`src/rtl/ov2640_pkg.sv`:
```
// Shared constants and state encodings for the OV2640 power-up / SCCB configuration block.
package ov2640_pkg;

    localparam logic [15:0] ROM_END       = 16'hFFFF;
    localparam logic [15:0] ROM_DELAY     = 16'hFFF0;
    localparam logic [7:0]  OV2640_DEV_ID = 8'h60;

    typedef enum logic [3:0] {
        CFG_IDLE   = 4'd0,
        CFG_HWRST  = 4'd1,
        CFG_BOOT   = 4'd2,
        CFG_FETCH  = 4'd3,
        CFG_DECODE = 4'd4,
        CFG_DELAY  = 4'd5,
        CFG_WRITE  = 4'd6,
        CFG_NEXT   = 4'd7,
        CFG_FINISH = 4'd8
    } cfg_state_t;

    typedef enum logic [2:0] {
        ENG_IDLE      = 3'd0,
        ENG_START     = 3'd1,
        ENG_BIT_LO    = 3'd2,
        ENG_BIT_HI    = 3'd3,
        ENG_STOP_LO   = 3'd4,
        ENG_STOP_HI   = 3'd5,
        ENG_STOP_FREE = 3'd6
    } eng_phase_t;

    function automatic int max3(input int a, input int b, input int c);
        int m;
        m = (a > b) ? a : b;
        return (m > c) ? m : c;
    endfunction

endpackage

```
`src/rtl/sccb_write_engine.sv`:
```
// SCCB 3-phase write engine: START, {DEV_ID, reg, val} each followed by a released
// don't-care bit, then STOP and one quarter-pair of bus-free time before wr_done.
module sccb_write_engine
    import ov2640_pkg::*;
#(
    parameter int         SCCB_QTR = 125,
    parameter logic [7:0] DEV_ID   = OV2640_DEV_ID
) (
    input  logic       i_clk,
    input  logic       i_rst,
    input  logic       i_wr_start,
    input  logic [7:0] i_reg_addr,
    input  logic [7:0] i_reg_val,
    output logic       o_sio_c,
    output logic       o_sio_d_out,
    output logic       o_sio_d_oe,
    output logic       o_busy,
    output logic       o_wr_done
);

    localparam int             QW           = $clog2(2 * SCCB_QTR);
    localparam logic [QW-1:0]  L_QTR        = QW'(SCCB_QTR - 1);
    localparam logic [QW-1:0]  L_HALF       = QW'(2 * SCCB_QTR - 1);
    // Drive mask per bit slot, MSB first: the 9th slot of each phase is released.
    localparam logic [26:0]    L_DRIVE_MASK = 27'b111111110_111111110_111111110;

    eng_phase_t     r_phase;
    logic [QW-1:0]  r_qcnt;
    logic [4:0]     r_bit_idx;
    logic [26:0]    r_shift;
    logic [26:0]    r_drive;
    logic           r_sio_c;
    logic           r_sio_d;
    logic           r_sio_oe;
    logic           r_wr_done;
    logic           w_cnt_qtr;
    logic           w_cnt_end;

    assign w_cnt_qtr   = (r_qcnt == L_QTR);
    assign w_cnt_end   = (r_qcnt == L_HALF);
    assign o_sio_c     = r_sio_c;
    assign o_sio_d_out = r_sio_d;
    assign o_sio_d_oe  = r_sio_oe;
    assign o_busy      = (r_phase != ENG_IDLE);
    assign o_wr_done   = r_wr_done;

    always_ff @(posedge i_clk or posedge i_rst) begin
        if (i_rst) begin
            r_phase   <= ENG_IDLE;
            r_qcnt    <= '0;
            r_bit_idx <= '0;
            r_shift   <= '0;
            r_drive   <= '0;
            r_sio_c   <= 1'b1;
            r_sio_d   <= 1'b1;
            r_sio_oe  <= 1'b0;
            r_wr_done <= 1'b0;
        end else begin
            r_wr_done <= 1'b0;
            if (r_phase != ENG_IDLE) begin
                r_qcnt <= w_cnt_end ? '0 : r_qcnt + 1'b1;
            end
            case (r_phase)
                ENG_IDLE: begin
                    if (i_wr_start) begin
                        r_phase   <= ENG_START;
                        r_qcnt    <= '0;
                        r_bit_idx <= '0;
                        r_sio_oe  <= 1'b1;
                        r_sio_d   <= 1'b0;
                        r_shift   <= {DEV_ID, 1'b1, i_reg_addr, 1'b1, i_reg_val, 1'b1};
                        r_drive   <= L_DRIVE_MASK;
                    end
                end
                ENG_START: begin
                    if (w_cnt_end) begin
                        r_phase <= ENG_BIT_LO;
                        r_sio_c <= 1'b0;
                    end
                end
                ENG_BIT_LO: begin
                    // Data moves mid-way through the low half so it is settled well before SIO_C rises.
                    if (w_cnt_qtr) begin
                        r_sio_d  <= r_shift[26];
                        r_sio_oe <= r_drive[26];
                    end
                    if (w_cnt_end) begin
                        r_phase <= ENG_BIT_HI;
                        r_sio_c <= 1'b1;
                    end
                end
                ENG_BIT_HI: begin
                    if (w_cnt_end) begin
                        r_sio_c <= 1'b0;
                        r_shift <= {r_shift[25:0], 1'b1};
                        r_drive <= {r_drive[25:0], 1'b0};
                        if (r_bit_idx == 5'd26) begin
                            r_phase  <= ENG_STOP_LO;
                            r_sio_oe <= 1'b1;
                            r_sio_d  <= 1'b0;
                        end else begin
                            r_bit_idx <= r_bit_idx + 5'd1;
                            r_phase   <= ENG_BIT_LO;
                        end
                    end
                end
                ENG_STOP_LO: begin
                    if (w_cnt_end) begin
                        r_phase <= ENG_STOP_HI;
                        r_sio_c <= 1'b1;
                    end
                end
                ENG_STOP_HI: begin
                    if (w_cnt_end) begin
                        r_phase  <= ENG_STOP_FREE;
                        r_sio_oe <= 1'b0;
                        r_sio_d  <= 1'b1;
                    end
                end
                ENG_STOP_FREE: begin
                    if (w_cnt_end) begin
                        r_phase   <= ENG_IDLE;
                        r_wr_done <= 1'b1;
                    end
                end
                default: r_phase <= ENG_IDLE;
            endcase
        end
    end

endmodule

```
`src/rtl/ov2640_sccb_config.sv`:
```
// OV2640 power-up sequencer: PWDN/RESETB timing, boot wait, then walks the config ROM
// issuing one SCCB write per {reg,val} entry, with FFF0 delay and FFFF end markers.
module ov2640_sccb_config
    import ov2640_pkg::*;
#(
    parameter logic [7:0] DEV_ID       = OV2640_DEV_ID,
    parameter int         SCCB_QTR     = 125,
    parameter int         RESET_CYCLES = 50_000,
    parameter int         BOOT_CYCLES  = 500_000,
    parameter int         DELAY_CYCLES = 500_000,
    parameter int         ROM_AW       = 8
) (
    input  logic              i_clk,
    input  logic              i_rst,
    input  logic              i_start,
    output logic [ROM_AW-1:0] o_rom_addr,
    input  logic [15:0]       i_rom_data,
    output logic              o_sio_c,
    output logic              o_sio_d_out,
    output logic              o_sio_d_oe,
    output logic              o_cam_pwdn,
    output logic              o_cam_resetb,
    output logic              o_cfg_busy,
    output logic              o_cfg_done,
    output logic [3:0]        o_cfg_state
);

    localparam int CW = $clog2(max3(RESET_CYCLES, BOOT_CYCLES, DELAY_CYCLES) + 1);

    cfg_state_t         r_state;
    logic [CW-1:0]      r_cnt;
    logic [ROM_AW-1:0]  r_rom_addr;
    logic               r_pwdn;
    logic               r_resetb;
    logic               r_busy;
    logic               r_done;
    logic               w_is_end;
    logic               w_is_delay;
    logic               w_wr_start;
    logic               w_wr_done;
    logic               w_eng_busy;

    // Engine handshake: w_wr_start is a one-cycle request taken only while the engine is
    // idle; w_wr_done is a one-cycle completion after the bus is free again.
    assign w_is_end   = (i_rom_data == ROM_END);
    assign w_is_delay = (i_rom_data == ROM_DELAY);
    assign w_wr_start = (r_state == CFG_DECODE) && !w_is_end && !w_is_delay && !w_eng_busy;

    assign o_rom_addr   = r_rom_addr;
    assign o_cam_pwdn   = r_pwdn;
    assign o_cam_resetb = r_resetb;
    assign o_cfg_busy   = r_busy;
    assign o_cfg_done   = r_done;
    assign o_cfg_state  = r_state;

    sccb_write_engine #(
        .SCCB_QTR (SCCB_QTR),
        .DEV_ID   (DEV_ID)
    ) u_engine (
        .i_clk       (i_clk),
        .i_rst       (i_rst),
        .i_wr_start  (w_wr_start),
        .i_reg_addr  (i_rom_data[15:8]),
        .i_reg_val   (i_rom_data[7:0]),
        .o_sio_c     (o_sio_c),
        .o_sio_d_out (o_sio_d_out),
        .o_sio_d_oe  (o_sio_d_oe),
        .o_busy      (w_eng_busy),
        .o_wr_done   (w_wr_done)
    );

    always_ff @(posedge i_clk or posedge i_rst) begin
        if (i_rst) begin
            r_state    <= CFG_IDLE;
            r_cnt      <= '0;
            r_rom_addr <= '0;
            r_pwdn     <= 1'b1;
            r_resetb   <= 1'b0;
            r_busy     <= 1'b0;
            r_done     <= 1'b0;
        end else begin
            case (r_state)
                CFG_IDLE: begin
                    if (i_start) begin
                        r_state    <= CFG_HWRST;
                        r_pwdn     <= 1'b0;
                        r_resetb   <= 1'b0;
                        r_busy     <= 1'b1;
                        r_done     <= 1'b0;
                        r_cnt      <= '0;
                        r_rom_addr <= '0;
                    end
                end
                CFG_HWRST: begin
                    if (r_cnt == CW'(RESET_CYCLES - 1)) begin
                        r_resetb <= 1'b1;
                        r_cnt    <= '0;
                        r_state  <= CFG_BOOT;
                    end else begin
                        r_cnt <= r_cnt + 1'b1;
                    end
                end
                CFG_BOOT: begin
                    if (r_cnt == CW'(BOOT_CYCLES - 1)) begin
                        r_cnt   <= '0;
                        r_state <= CFG_FETCH;
                    end else begin
                        r_cnt <= r_cnt + 1'b1;
                    end
                end
                // ROM data is registered on the address, so give it one cycle to arrive.
                CFG_FETCH: r_state <= CFG_DECODE;
                CFG_DECODE: begin
                    if (w_is_end) begin
                        r_state <= CFG_FINISH;
                    end else if (w_is_delay) begin
                        r_cnt   <= '0;
                        r_state <= CFG_DELAY;
                    end else if (!w_eng_busy) begin
                        r_state <= CFG_WRITE;
                    end
                end
                CFG_DELAY: begin
                    if (r_cnt == CW'(DELAY_CYCLES - 1)) begin
                        r_cnt   <= '0;
                        r_state <= CFG_NEXT;
                    end else begin
                        r_cnt <= r_cnt + 1'b1;
                    end
                end
                CFG_WRITE: begin
                    if (w_wr_done) begin
                        r_state <= CFG_NEXT;
                    end
                end
                CFG_NEXT: begin
                    if (r_rom_addr == '1) begin
                        r_state <= CFG_FINISH;
                    end else begin
                        r_rom_addr <= r_rom_addr + 1'b1;
                        r_state    <= CFG_FETCH;
                    end
                end
                CFG_FINISH: begin
                    r_busy  <= 1'b0;
                    r_done  <= 1'b1;
                    r_state <= CFG_IDLE;
                end
                default: r_state <= CFG_IDLE;
            endcase
        end
    end

endmodule
```
`config.mk`:
```
export PLATFORM = sky130hd
export DESIGN_NAME = ov2640_sccb_config
export DESIGN_NICKNAME = d
export VERILOG_FILES = /design/src/rtl/ov2640_pkg.sv /design/src/rtl/sccb_write_engine.sv /design/src/rtl/ov2640_sccb_config.sv
export SDC_FILE = /design/constraint.sdc
export NUM_CORES = 1
export LEC_CHECK = 0
export CORE_MARGIN = 3
export CORE_UTILIZATION = 30
export DETAILED_ROUTE_END_ITERATION = 7
export HOLD_SLACK_MARGIN = 0.08
export PLACE_DENSITY = 0.56
export REMOVE_ABC_BUFFERS = 1
export SLEW_MARGIN = 10
export SYNTH_ARGS = -nofsm -noshare
export SYNTH_HDL_FRONTEND = slang
export SYNTH_HIERARCHICAL = 1
export SYNTH_SLANG_ARGS = --single-unit
export TNS_END_PERCENT = 100
```
`constraint.sdc`:
```
create_clock -name i_clk -period 4.95 [get_ports i_clk]
set_input_delay 0.495 -clock i_clk [delete_from_list [all_inputs] [get_ports i_clk]]
set_output_delay 0.495 -clock i_clk [all_outputs]
set_load 0.02 [all_outputs]
```
## Word level (Yosys, flattened, before mapping)

Cells that the tools add are included.

| word-level totals | value |
|---|---|
| bits in registers | 109 |
| bits of input ports | 19 |

| cells by class | value |
|---|---|
| $add $sub $neg | 4 |
| equal/unequal tests | 43 |
| muxes and demuxes | 63 |
| reduce and logical (&&, ||, !) cells | 30 |

Operators by type and width:

| cell | count |
|---|---|
| two-way mux 27 bit | 4 |
| case mux 27 bit (2 select lines) | 2 |
| two-way mux 19 bit | 5 |
| case mux 19 bit (4 select lines) | 1 |
| two-way mux 8 bit | 6 |
| two-way mux 4 bit | 9 |
| == test 16 bit, second input constant | 2 |
| case mux 4 bit (8 select lines) | 1 |
| two-way mux 3 bit | 8 |
| != test 2 x 1 -> 1 bit, second input constant | 12 |
| case mux 3 bit (7 select lines) | 1 |
| adder 19 x 1 -> 19 bit, second input constant | 1 |
| == test 19 x 16 -> 1 bit, second input constant | 1 |
| == test 19 bit, second input constant | 1 |
| adder 8 x 1 -> 8 bit, second input constant | 2 |
| == test 4 x 3 -> 1 bit, second input constant | 4 |
| == test 8 bit, second input constant | 2 |
| != test 2 bit, second input constant | 8 |
| case mux 8 bit (2 select lines) | 1 |
| two-way mux 1 bit | 15 |
| two-way mux 5 bit | 3 |
| AND reduction 3 bit | 4 |
| AND reduction 6 bit | 2 |
| case mux 5 bit (2 select lines) | 1 |
| other kinds (23) | 44 |

## Longest topological paths before layout

Gate-level depths: netlist of run 1.

| logic depth | value |
|---|---|
| depth in word-level cells | 7 |
| gate-level depth with buffers | 11 |

## Hierarchy

Netlist of run 1, hierarchy kept.

By module, submodules not included:

| module | times used | cells an instance | area each (sq um) | sequential area each (sq um) |
|---|---|---|---|---|
| sccb_write_engine | 1 | 380 | 3410.8 | 1829.3 |
| ov2640_sccb_config | 1 | 246 | 2175.8 | 877.1 |

## Least setup slack after synthesis of run 1

OpenSTA, ideal clock, no wires.

| timing | value |
|---|---|
| path type | input to register |
| start | input port i_rom_data[1] |
| end | register u_engine.r_drive[18] |
| setup time | 66 ps |
| data arrival time | 2412 ps |
| data required time | 4884 ps |
| setup slack | 2472 ps |
| stages | 10 |
| buffers on the path | 2 |
| path through | or4_1 > a2111oi_2 > nor3_1 > nand2b_1 > o32ai_2 > nand2b_1 > clkbuf_1 > buf_2 > nand2_1 > nand2_1 |

| on the way | value |
|---|---|
| word-level cells in the longest chain between the ends | 7 |
| elaborated cells on any way between the ends | 9 |
| classes of those cells | eq/ne: 3; reduce/logical: 6 |

RTL lines:

| item | line | source |
|---|---|---|
| from (decl) | ov2640_sccb_config.sv:17 | `input logic [15:0] i_rom_data,` |
| == test 16 bit | ov2640_sccb_config.sv:45 | `assign w_is_end = (i_rom_data == ROM_END);` |
| logical NOT 1 bit | ov2640_sccb_config.sv:47 | `assign w_wr_start = (r_state == CFG_DECODE) && !w_is_end && !w_is_delay && !w_eng_busy;` |
| logical AND 1 bit | ov2640_sccb_config.sv:47 |  |
| logical AND 1 bit * (2 in a row) | ov2640_sccb_config.sv:47 |  |
| via w_wr_start | ov2640_sccb_config.sv:39 | `logic w_wr_start;` |
| != test 2 x 1 -> 1 bit (no line) * | n/a |  |
| AND reduction 3 bit (no line) * | n/a |  |
| to (signal assigned) | sccb_write_engine.sv:96 | `r_drive <= {r_drive[25:0], 1'b0};` |
| to (decl) | sccb_write_engine.sv:31 | `logic [26:0] r_drive;` |

The timed path passes the listed nets; every way through them passes the cells marked *.
A chain may end at the register's enable or synchronous reset.

## Worst setup path after layout of run 1

| timing | value |
|---|---|
| start | register u_engine.r_phase[0] |
| end | register u_engine.r_drive[12] |

| on the way | value |
|---|---|
| word-level cells in the longest chain between the ends | 5 |
| elaborated cells on any way between the ends | 10 |
| classes of those cells | eq/ne: 3; mux: 1; reduce/logical: 6 |

RTL lines:

| item | line | source |
|---|---|---|
| from (decl) | sccb_write_engine.sv:27 | `eng_phase_t r_phase;` |
| from (signal assigned) | sccb_write_engine.sv:49 | `r_phase <= ENG_IDLE;` |
| from (signal assigned) | sccb_write_engine.sv:66 | `r_phase <= ENG_START;` |
| from (signal assigned) | sccb_write_engine.sv:77 | `r_phase <= ENG_BIT_LO;` |
| nonzero test 3 bit | sccb_write_engine.sv:44 | `assign o_busy = (r_phase != ENG_IDLE);` |
| via w_eng_busy | ov2640_sccb_config.sv:41 | `logic w_eng_busy;` |
| logical NOT 1 bit | n/a |  |
| logical AND 1 bit | ov2640_sccb_config.sv:47 |  |
| via w_wr_start | ov2640_sccb_config.sv:39 |  |
| != test 2 x 1 -> 1 bit (no line) | n/a |  |
| AND reduction 3 bit (no line) | n/a |  |

The timed path passes the listed nets, and every way through them passes these cells.

==> impl_metrics.json, run 1 <==
{
  "powerDensity_nw_per_um2": 446.3,
  "synth_seq_cells": 108,
  "end_kind": "flop",
  "root_buffer": "clkbuf_16",
  "placed_cells": 862,
  "syn_area_per_cell_sq_um": 8.924,
  "cts_buffers": 9,
  "synth_commonest_cells": "nand2_1 (137), dfrtp_1 (105), o21ai_0 (57)",
  "dr.pass1.iters": 5,
  "n_fill_cell": 1819,
  "path_class": "flop to flop",
  "io_buffers": 37,
  "fin_cells": 878,
  "hold_viol": 0,
  "synth-edff-count": 0,
  "grt_pass1_wl_um": 21950,
  "synth-compound-area-share_pct": 17.94,
  "fmaxAchievable_mhz": 280.6,
  "slew_headroom_pct": 30.42,
  "antennaDiodeCount": 0,
  "critPathSlowestCell": "and2b_2",
  "synth.largest_area_cell": "dfrtp_1",
  "maxCapViolations": 0,
  "fin_util_pct": 35.25,
  "finalSetupViolations": 0,
  "grt_overflow": 0,
  "gp_congestion": 0.8190,
  "drt-initial-drc-count": 445,
  "timing.critical_path.required_ns": 5.24,
  "grt_usage_pct": 12.99,
  "cts_max_level": 3,
  "synth-async-reset-ratio_pct": 100.0,
  "avgViaCountPerCell": 5.297,
  "p_leak_nw": 2.749,
  "syn_inst": 626,
  "synthTopCellsByArea": "dfrtp_1 (47%), nand2_1 (9.2%), o21ai_0 (5.1%)",
  "share_seq_of_total_power_pct": 42.7,
  "ys_types": 74,
  "synth.most_common_cell": "nand2_1",
  "cpPeakStageDelay_ns": 0.87,
  "syn_area_sq_um": 5587,
  "synth-xor-area-share_pct": 1.725,
  "core_sq_um": 18150,
  "cp-start-kind": "flop",
  "tightest_slew_ns": 1.044,
  "ir_drop_uv": 174.4,
  "grt_start_max_net_pins": 69,
  "cpMostUsedCell": "nor3_1",
  "antenna_found_initial": 1,
  "cts_setup_buffers": 0,
  "hold_path.class": "flop to flop",
  "synth_seq_area_share_pct": 48.44,
  "io_pins": 38,
  "final-max-slew-violation-count": 0,
  "wl_per_cell_um": 14.69,
  "switching_share_pct": 38.59,
  "comb_power_share_pct": 31.6,
  "yosys_warnings": 6,
  "synthAdderAreaFrac_pct": 1.568,
  "die_w_um": 142.5,
  "die_h_um": 142.5,
  "start_util_pct": 30.78,
  "synth_top_family_by_area": "simple AND/OR/NAND/NOR gates",
  "cts_tree": "done",
  "clock_skew_ns": 0.009002,
  "clk_pin_slew_ns": 0.08,
  "status": "complete, no violations",
  "muxShareOfSynthArea_pct": 0.5823,
  "finalCriticalPeriod_ns": 3.564,
  "cts_resized": 0,
  "switchingPower_mw": 1.102,
  "rsz0062_at_grt": "no",
  "routed_wl_um": 12900,
  "worstPathArrival_ns": 3.86,
  "clockBufferDepth": 2,
  "cts_sinks": 108,
  "crit_chain": "nor3_1, inv_2, nor3_1, nand2b_1, o32ai_2, and2b_2, o21ai_0, nand2_1",
  "crit_fanout": 68,
  "drc_errors": 0,
  "cts_hold_buf": 0,
  "vias": 4651,
  "min_period_over_period_pct": 72.00,
  "num_rows": 49,
  "clock_latency_ns": 0.36,
  "synthFlopType": "dfrtp_1",
  "p_int_mw": 1.753,
  "synth_top_area_share_pct": 47.03,
  "dpl.hpwl_um": 8680,
  "area_delta_synth_final_pct": 14.49,
  "fin_setup_tns_ns": 0,
  "grt_pass1_vias": 4403,
  "synthSimpleGateAreaFrac_pct": 25.73,
  "nets": 670,
  "dieArea_sq_um": 20290,
  "p_clk_share_pct": 25.7,
  "drtAntennaViolNets": 0,
  "drive_gt1_share_pct": 6.626
}
## layout by cell type (no fill, tap or decap), drive strengths merged, types with 3 or more instances in the layout
master	n
clkbuf	10
o32ai	5
and3	3
o21ai	66
inv	17
a21oi	18
nand3	27
xor2	9
a21o	6
o41ai	3
a22o	4
dfstp	3
or3	6
clkdlybuf4s50	37
nor3	13
nand2b	6
o31a	4
a31oi	20
or4	5
o31ai	6
and4	7
ha	7
buf	4
dfrtp	105
nand2	137
nor2b	7
nand4	14
nor2	54
## power by group through the flow
stage          clock, mW  combinational (mW)  sequential [mW]
2_1_floorplan          0               0.574             1.24
3_3_place_gp           0               0.879             1.22
3_5_place_dp           0               0.906             1.23
4_1_cts            0.763               0.909             1.22
5_1_grt            0.793                1.01             1.25
6_report           0.734               0.902             1.22
## cell type report
cell class / count / area (sq um) / share of cell area [%]
Inverter: 12 / 45.04 / 0.7042
Tap cell: 229 / 286.5 / 4.480
Sequential cell: 108 / 2706 / 42.31
Clock inverter: 6 / 61.31 / 0.9585
Clock buffer: 10 / 239.0 / 3.736
Timing Repair Buffer: 41 / 400.4 / 6.260
Multi-Input combinational cell: 472 / 2658 / 41.55
## metrics by stage
stage | power [mW] | area [sq um] | worst slack, ns | hold WS, ns
after floorplan | 1.810 | 5408 | 1.805 | 0.4334
after global placement | 2.103 | 6096 | 1.573 | 0.4435
after detailed placement | 2.136 | 6096 | 1.392 | 0.4508
after CTS | 2.888 | 6396 | 1.413 | 0.4691
after global routing | 3.053 | 6396 | 0.9591 | 0.4882
final | 2.855 | 6396 | 1.386 | 0.4667
## flip-flops by register name, indices dropped and copies added, names as in the netlist, 3 cells and up
signal and flops:
o_rom_addr 8, o_cfg_state 4, u_engine/r_bit_idx 5, u_engine/r_shift 27, r_cnt 19, u_engine/r_drive 26
u_engine/r_qcnt 8, u_engine/r_phase 3
## path summary, 6_finish.rpt
check | startpoint | to | slack [ns] | depth (start not counted)
setup / recovery | u_engine/r_phase[0] | u_engine/r_drive[12] | 1.39 | 8
hold / removal | u_engine/r_drive[7] | u_engine/r_drive[7] | 0.47 | 2
setup reg to reg | u_engine/r_phase[0] | u_engine/r_drive[12] | 1.39 | 8
hold reg to reg | u_engine/r_drive[7] | u_engine/r_drive[7] | 0.47 | 2
max in group asynchronous | i_rst | u_engine/o_sio_c | 3.26 | 3
min in group asynchronous | i_rst | r_cnt[6] | 0.60 | 3
## cell families after synthesis
kind of cell             Yosys count
flip-flops                       108
buffers and inverters             46
AND/OR/NAND/NOR                  298
XOR/XNOR                          11
AO/OA/AOI/OAI                    153
adder cells (fa/ha/maj)            7
multiplexers                       3
## per-layer routing
| metal | up-vias | wire (um) | track usage (%) |
|---|---|---|---|
| met1 | 2284 | 5816 | 17.14 |
| li1 | 2257 | - | - |
| met2 | 94 | 6393 | 21.66 |
| met4 | 2 | 111 | 2.901 |
| met5 | - | 13 | 0 |
| met3 | 14 | 560 | 3.192 |
## worst max-delay path: cells and delay by family, from the launching register on
family / cells / cell delay, ns
simple gates: 5 / 2.29
flops: 1 / 0.64
compound gates: 2 / 0.44
buf+inv: 1 / 0.10
Power figures use the tool's default switching activity.
==> inputs of run 2 (changes only) <==
- clock period: 4.95 -> 3.6 ns (I/O delays scaled with it)
==> run 2 against run 1 <==
Sequential share of layout area shrank 0.35 points. Clock-buffer cell count stayed put. Clock power is 36% higher. Register-to-register slack got worse by 1.1 ns. First-iteration DRC count down 25%. Critical endpoint is now u_engine/r_shift[18]. Largest cell class unchanged.
==> impl_metrics.json, run 2 (synthesis results as in run 1) <==
{
  "grt_start_max_net_pins": 69,
  "vias": 4610,
  "top_regs": "u_engine/r_shift (27), u_engine/r_drive (26), r_cnt (19)",
  "grt_usage_pct": 12.86,
  "crit_chain": "nor2b_1, nand2_1, nor3_1, nand2b_1, o32ai_2, and2b_2, o21ai_0, nand2_1",
  "fin_area_sq_um": 6450,
  "num_rows": 49,
  "fin_util_pct": 35.54,
  "cts_setup_buffers": 0,
  "p_int_mw": 2.428,
  "worstPathArrival_ns": 3.57,
  "p_leak_nw": 2.785,
  "tightest_slew_ns": 1.008,
  "drtAntennaViolNets": 0,
  "critical_path.top_delay_family": "simple AND/OR/NAND/NOR gates",
  "share_seq_of_total_power_pct": 41.1,
  "cp-start-kind": "flop",
  "clk_pin_slew_ns": 0.08,
  "die_w_um": 142.5,
  "clock_latency_ns": 0.36,
  "drive_gt1_share_pct": 7.622,
  "placed_cells": 869,
  "cts_sinks": 108,
  "comb_power_share_pct": 33.5,
  "routed_wl_um": 12810,
  "fin_setup_tns_ns": 0,
  "cts_tree": "done",
  "antenna_found_initial": 0,
  "rsz0062_at_grt": "no",
  "io_buffers": 37,
  "fin_cells": 885,
  "finalCriticalPeriod_ns": 3.267,
  "wl_per_cell_um": 14.47,
  "postPlaceCellArea_sq_um": 6148,
  "status": "complete, no violations",
  "most-common-layout-cells": "nand2_1 (137), dfrtp_1 (105), o21ai_0 (57)",
  "drt-initial-drc-count": 333,
  "critPathSlowestCell": "and2b_2",
  "gp_congestion": 0.8106,
  "dieArea_sq_um": 20290,
  "avgViaCountPerCell": 5.209,
  "grt_pass1_vias": 4438,
  "cpMostUsedCell": "nand2_1",
  "io_pins": 38,
  "switching_share_pct": 38.47,
  "fmaxAchievable_mhz": 306.1,
  "layout_commonest_cell": "nand2_1",
  "grt_overflow": 0,
  "end_kind": "flop",
  "hold_viol": 0,
  "finalPower_mw": 3.947,
  "timing.critical_path.required_ns": 3.90,
  "path_class": "flop to flop",
  "drc_errors": 0,
  "powerDensity_nw_per_um2": 611.9,
  "antennaDiodeCount": 0,
  "n_fill_cell": 1833,
  "maxCapViolations": 0,
  "die_h_um": 142.5,
  "clock_skew_ns": 0.008807,
  "seq_area_sq_um": 2706,
  "crit_fanout": 68,
  "cts_hold_buf": 0,
  "switchingPower_mw": 1.519,
  "cts_max_level": 3,
  "final-max-slew-violation-count": 0,
  "nets": 677,
  "clockBufferDepth": 2,
  "path_buf_inv": 0,
  "dr.pass1.iters": 7,
  "largest_register_ffs": 27,
  "core_sq_um": 18150,
  "start_util_pct": 30.78,
  "grt_pass1_wl_um": 21610,
  "min_period_over_period_pct": 90.75,
  "cpPeakStageDelay_ns": 0.86,
  "dpl.hpwl_um": 8726,
  "ir_drop_uv": 274.3,
  "p_clk_share_pct": 25.4,
  "area_delta_synth_final_pct": 15.45,
  "hold_path.class": "flop to flop",
  "multi_input_area_sq_um": 2658,
  "root_buffer": "clkbuf_16",
  "largest_register": "u_engine/r_shift",
  "finalSetupViolations": 0,
  "cts_resized": 0,
  "cts_buffers": 9,
  "slew_headroom_pct": 32.78
}
==> run 2: cell types whose count changed in the layout (fill, tap and decap cells not counted), sizes merged <==
cell	before	now
inv	17	16
clkinv	0	2
clkinvlp	1	0
buf	4	11
==> run 2: layer usage <==
metal | vias up | GRT usage [%] | part of all wire [%]
li1 | 2277 | - | -
met1 | 2250 | 16.79 | 47
met2 | 69 | 21.69 | 48
met3 | 14 | 3.024 | 3.5
met4 | 0 | 3.002 | 1.2
met5 | - | 0 | 0
==> run 2: path summary, 6_finish.rpt <==
kind	start	to	slack, ns	depth (start not counted)
min in group asynchronous	i_rst	r_cnt[5]	0.47	3
worst min register to register	u_engine/r_drive[24]	u_engine/r_drive[24]	0.46	2
max in group asynchronous	i_rst	u_engine/o_sio_c	2.28	3
worst max register to register	o_cfg_state[2]	u_engine/r_shift[18]	0.33	8
worst min-delay path	u_engine/r_drive[24]	u_engine/r_drive[24]	0.46	2
worst max-delay path	o_cfg_state[2]	u_engine/r_shift[18]	0.33	8
==> run 2: worst min-delay path: cells and delay by family, from the launching register on <==
kind	cells	cell delay [ns]
flops	1	0.34
simple gates	2	0.10
==> run 2: final cells by class <==
cell class / count / area share, %
clock buffer: 10 / 3.705
multi-input combinational: 472 / 41.20
clock inverter: 6 / 0.9699
sequential: 108 / 41.96
timing repair buffer: 48 / 7.022
tap: 229 / 4.442
inverter: 12 / 0.6984
==> run 2: power by group through the flow <==
stage               sequential, mW  clock (mW)  combinational [mW]
floorplan                     1.70           0               0.789
global placement              1.63           0                1.28
detailed placement            1.64           0                1.33
CTS                           1.62        1.04                1.33
global route                  1.65        1.09                1.48
finish                        1.62        1.00                1.32
==> run 2: per-stage QoR <==
stage | hold WS [ns] | worst slack [ns]
after CTS | 0.4689 | 0.3512
final | 0.4624 | 0.3329
after floorplan | 0.4334 | 0.4549
after detailed placement | 0.4506 | 0.2018
after global routing | 0.4886 | 0.03987
after global placement | 0.4442 | 0.3837
==> inputs of run 3 (changes only) <==
- CORE_ASPECT_RATIO: default -> 0.9
==> run 3 against run 2 <==
Global-route usage increased by 0.44 points. Register-to-register slack gained 0.34 ns. Cell count is 1.2% higher. Maximum frequency grew 12%. Critical path depth rose by 1. Sequential share of layout area is 0.33 points lower. Cell area up 0.80%. Largest power group unchanged. Highest routed layer unchanged.
==> impl_metrics.json, run 3 (synthesis results as in run 1) <==
{
  "p_leak_nw": 2.795,
  "cts_sinks": 108,
  "cts_max_level": 3,
  "p_clk_share_pct": 25.9,
  "dieArea_sq_um": 20300,
  "cts_hold_buf": 0,
  "most-common-layout-cells": "nand2_1 (137), dfrtp_1 (105), o21ai_0 (57)",
  "min_period_over_period_pct": 81.18,
  "crit_chain": "buf_4, nor3_1, inv_2, nor3_1, or4b_1, o41ai_2, nand4_1, xor2_1, nor2_1",
  "drive_gt1_share_pct": 7.622,
  "grt_pass1_wl_um": 22270,
  "critical_path.top_delay_family": "simple AND/OR/NAND/NOR gates",
  "status": "complete, no violations",
  "grt_start_max_net_pins": 74,
  "tightest_slew_ns": 0.9096,
  "clk_pin_slew_ns": 0.08,
  "rr_startpoint": "u_engine/r_phase[1]",
  "area_delta_synth_final_pct": 16.37,
  "powerDensity_nw_per_um2": 608.1,
  "path_class": "flop to flop",
  "layout_commonest_cell": "nand2_1",
  "cpPeakStageDelay_ns": 0.59,
  "critPathSlowestCell": "nor3_1",
  "worstPathArrival_ns": 3.22,
  "die_h_um": 135.5,
  "cts_setup_buffers": 0,
  "clockBufferDepth": 2,
  "cp-start-kind": "flop",
  "clock_latency_ns": 0.37,
  "cts_buffers": 9,
  "dr.pass1.iters": 5,
  "num_rows": 46,
  "n_fill_cell": 1826,
  "crit_fanout": 19,
  "maxCapViolations": 0,
  "clock_skew_ns": 0.01358,
  "wl_per_cell_um": 14.48,
  "cts_resized": 0,
  "drc_errors": 0,
  "dpl.hpwl_um": 8746,
  "core_sq_um": 17960,
  "crit_start": "u_engine/r_phase[1]",
  "dp_slack_ns": 0.5823,
  "die_w_um": 149.8,
  "io_buffers": 37,
  "fin_util_pct": 36.20,
  "nets": 677,
  "rsz0062_at_grt": "no",
  "finalSetupViolations": 0,
  "finalPower_mw": 3.953,
  "routed_wl_um": 12970,
  "avgViaCountPerCell": 5.167,
  "largest_register_ffs": 27,
  "largest_register": "u_engine/r_shift",
  "hold_path.class": "primary input to async pin",
  "fmaxAchievable_mhz": 342.2,
  "comb_power_share_pct": 32.7,
  "final-max-slew-violation-count": 0,
  "fin_setup_tns_ns": 0,
  "top_regs": "u_engine/r_shift (27), u_engine/r_drive (26), r_cnt (19)",
  "cts_tree": "done",
  "vias": 4630,
  "cpMostUsedCell": "nor3_1",
  "drtAntennaViolNets": 0,
  "slew_headroom_pct": 39.36,
  "p_int_mw": 2.413,
  "hold_viol": 0,
  "grt_usage_pct": 13.30,
  "share_seq_of_total_power_pct": 41.5,
  "io_pins": 38,
  "switching_share_pct": 38.96,
  "start_util_pct": 31.11,
  "finalCriticalPeriod_ns": 2.922,
  "end_kind": "flop",
  "grt_overflow": 0,
  "gp_congestion": 0.8184,
  "path_buf_inv": 2,
  "worst_slack_ns": 0.6775,
  "switchingPower_mw": 1.540,
  "drt-initial-drc-count": 411,
  "grt_pass1_vias": 4516,
  "antenna_found_initial": 0,
  "antennaDiodeCount": 0,
  "timing.critical_path.required_ns": 3.89,
  "root_buffer": "clkbuf_16",
  "ir_drop_uv": 271.5
}
-- run 3: cell type report --
class	instances	area, sq um	share of cell area (%)
Clock buffer	9	225.2	3.464
Inverter	12	45.04	0.6928
Tap cell	240	300.3	4.619
Multi-Input combinational cell	472	2658	40.88
Clock inverter	7	88.84	1.366
Sequential cell	108	2706	41.63
Timing Repair Buffer	48	478.0	7.352
-- run 3: power by group through the flow --
stage               clock network, mW  registers [mW]  logic (mW)
floorplan                           0            1.70       0.789
finish                           1.02            1.64        1.29
global placement                    0            1.65        1.26
detailed placement                  0            1.66        1.30
CTS                              1.06            1.64        1.31
global route                     1.11            1.68        1.45
-- run 3: final timing paths --
path / endpoint / depth (start not counted) / slack [ns]
min in group i_clk: u_engine/r_drive[7] / 2 / 0.47
hold / removal: r_cnt[0] / 3 / 0.46
hold reg to reg: u_engine/r_drive[7] / 2 / 0.47
max in group asynchronous: u_engine/r_qcnt[7] / 3 / 2.39
setup / recovery: u_engine/r_bit_idx[3] / 9 / 0.68
setup reg to reg: u_engine/r_bit_idx[3] / 9 / 0.68
-- run 3: metrics by stage --
stage	area, sq um	hold WS (ns)	std cells
after floorplan	5408	0.4334	592
after global placement	6187	0.4442	880
after detailed placement	6187	0.4512	880
after CTS	6501	0.4700	896
after global routing	6501	0.4821	896
final	6501	0.4600	896
-- run 3: routing by layer --
layer / global-route usage (%) / routed length [um]
met1: 18.41 / 6379
met5: 0 / 0
met4: 3.760 / 121
met3: 2.978 / 533
met2: 20.99 / 5937
-- run 3: worst min-delay path, delay by kind of cell --
kind,cells,cell delay (ns)
buffers and inverters,3,0.90
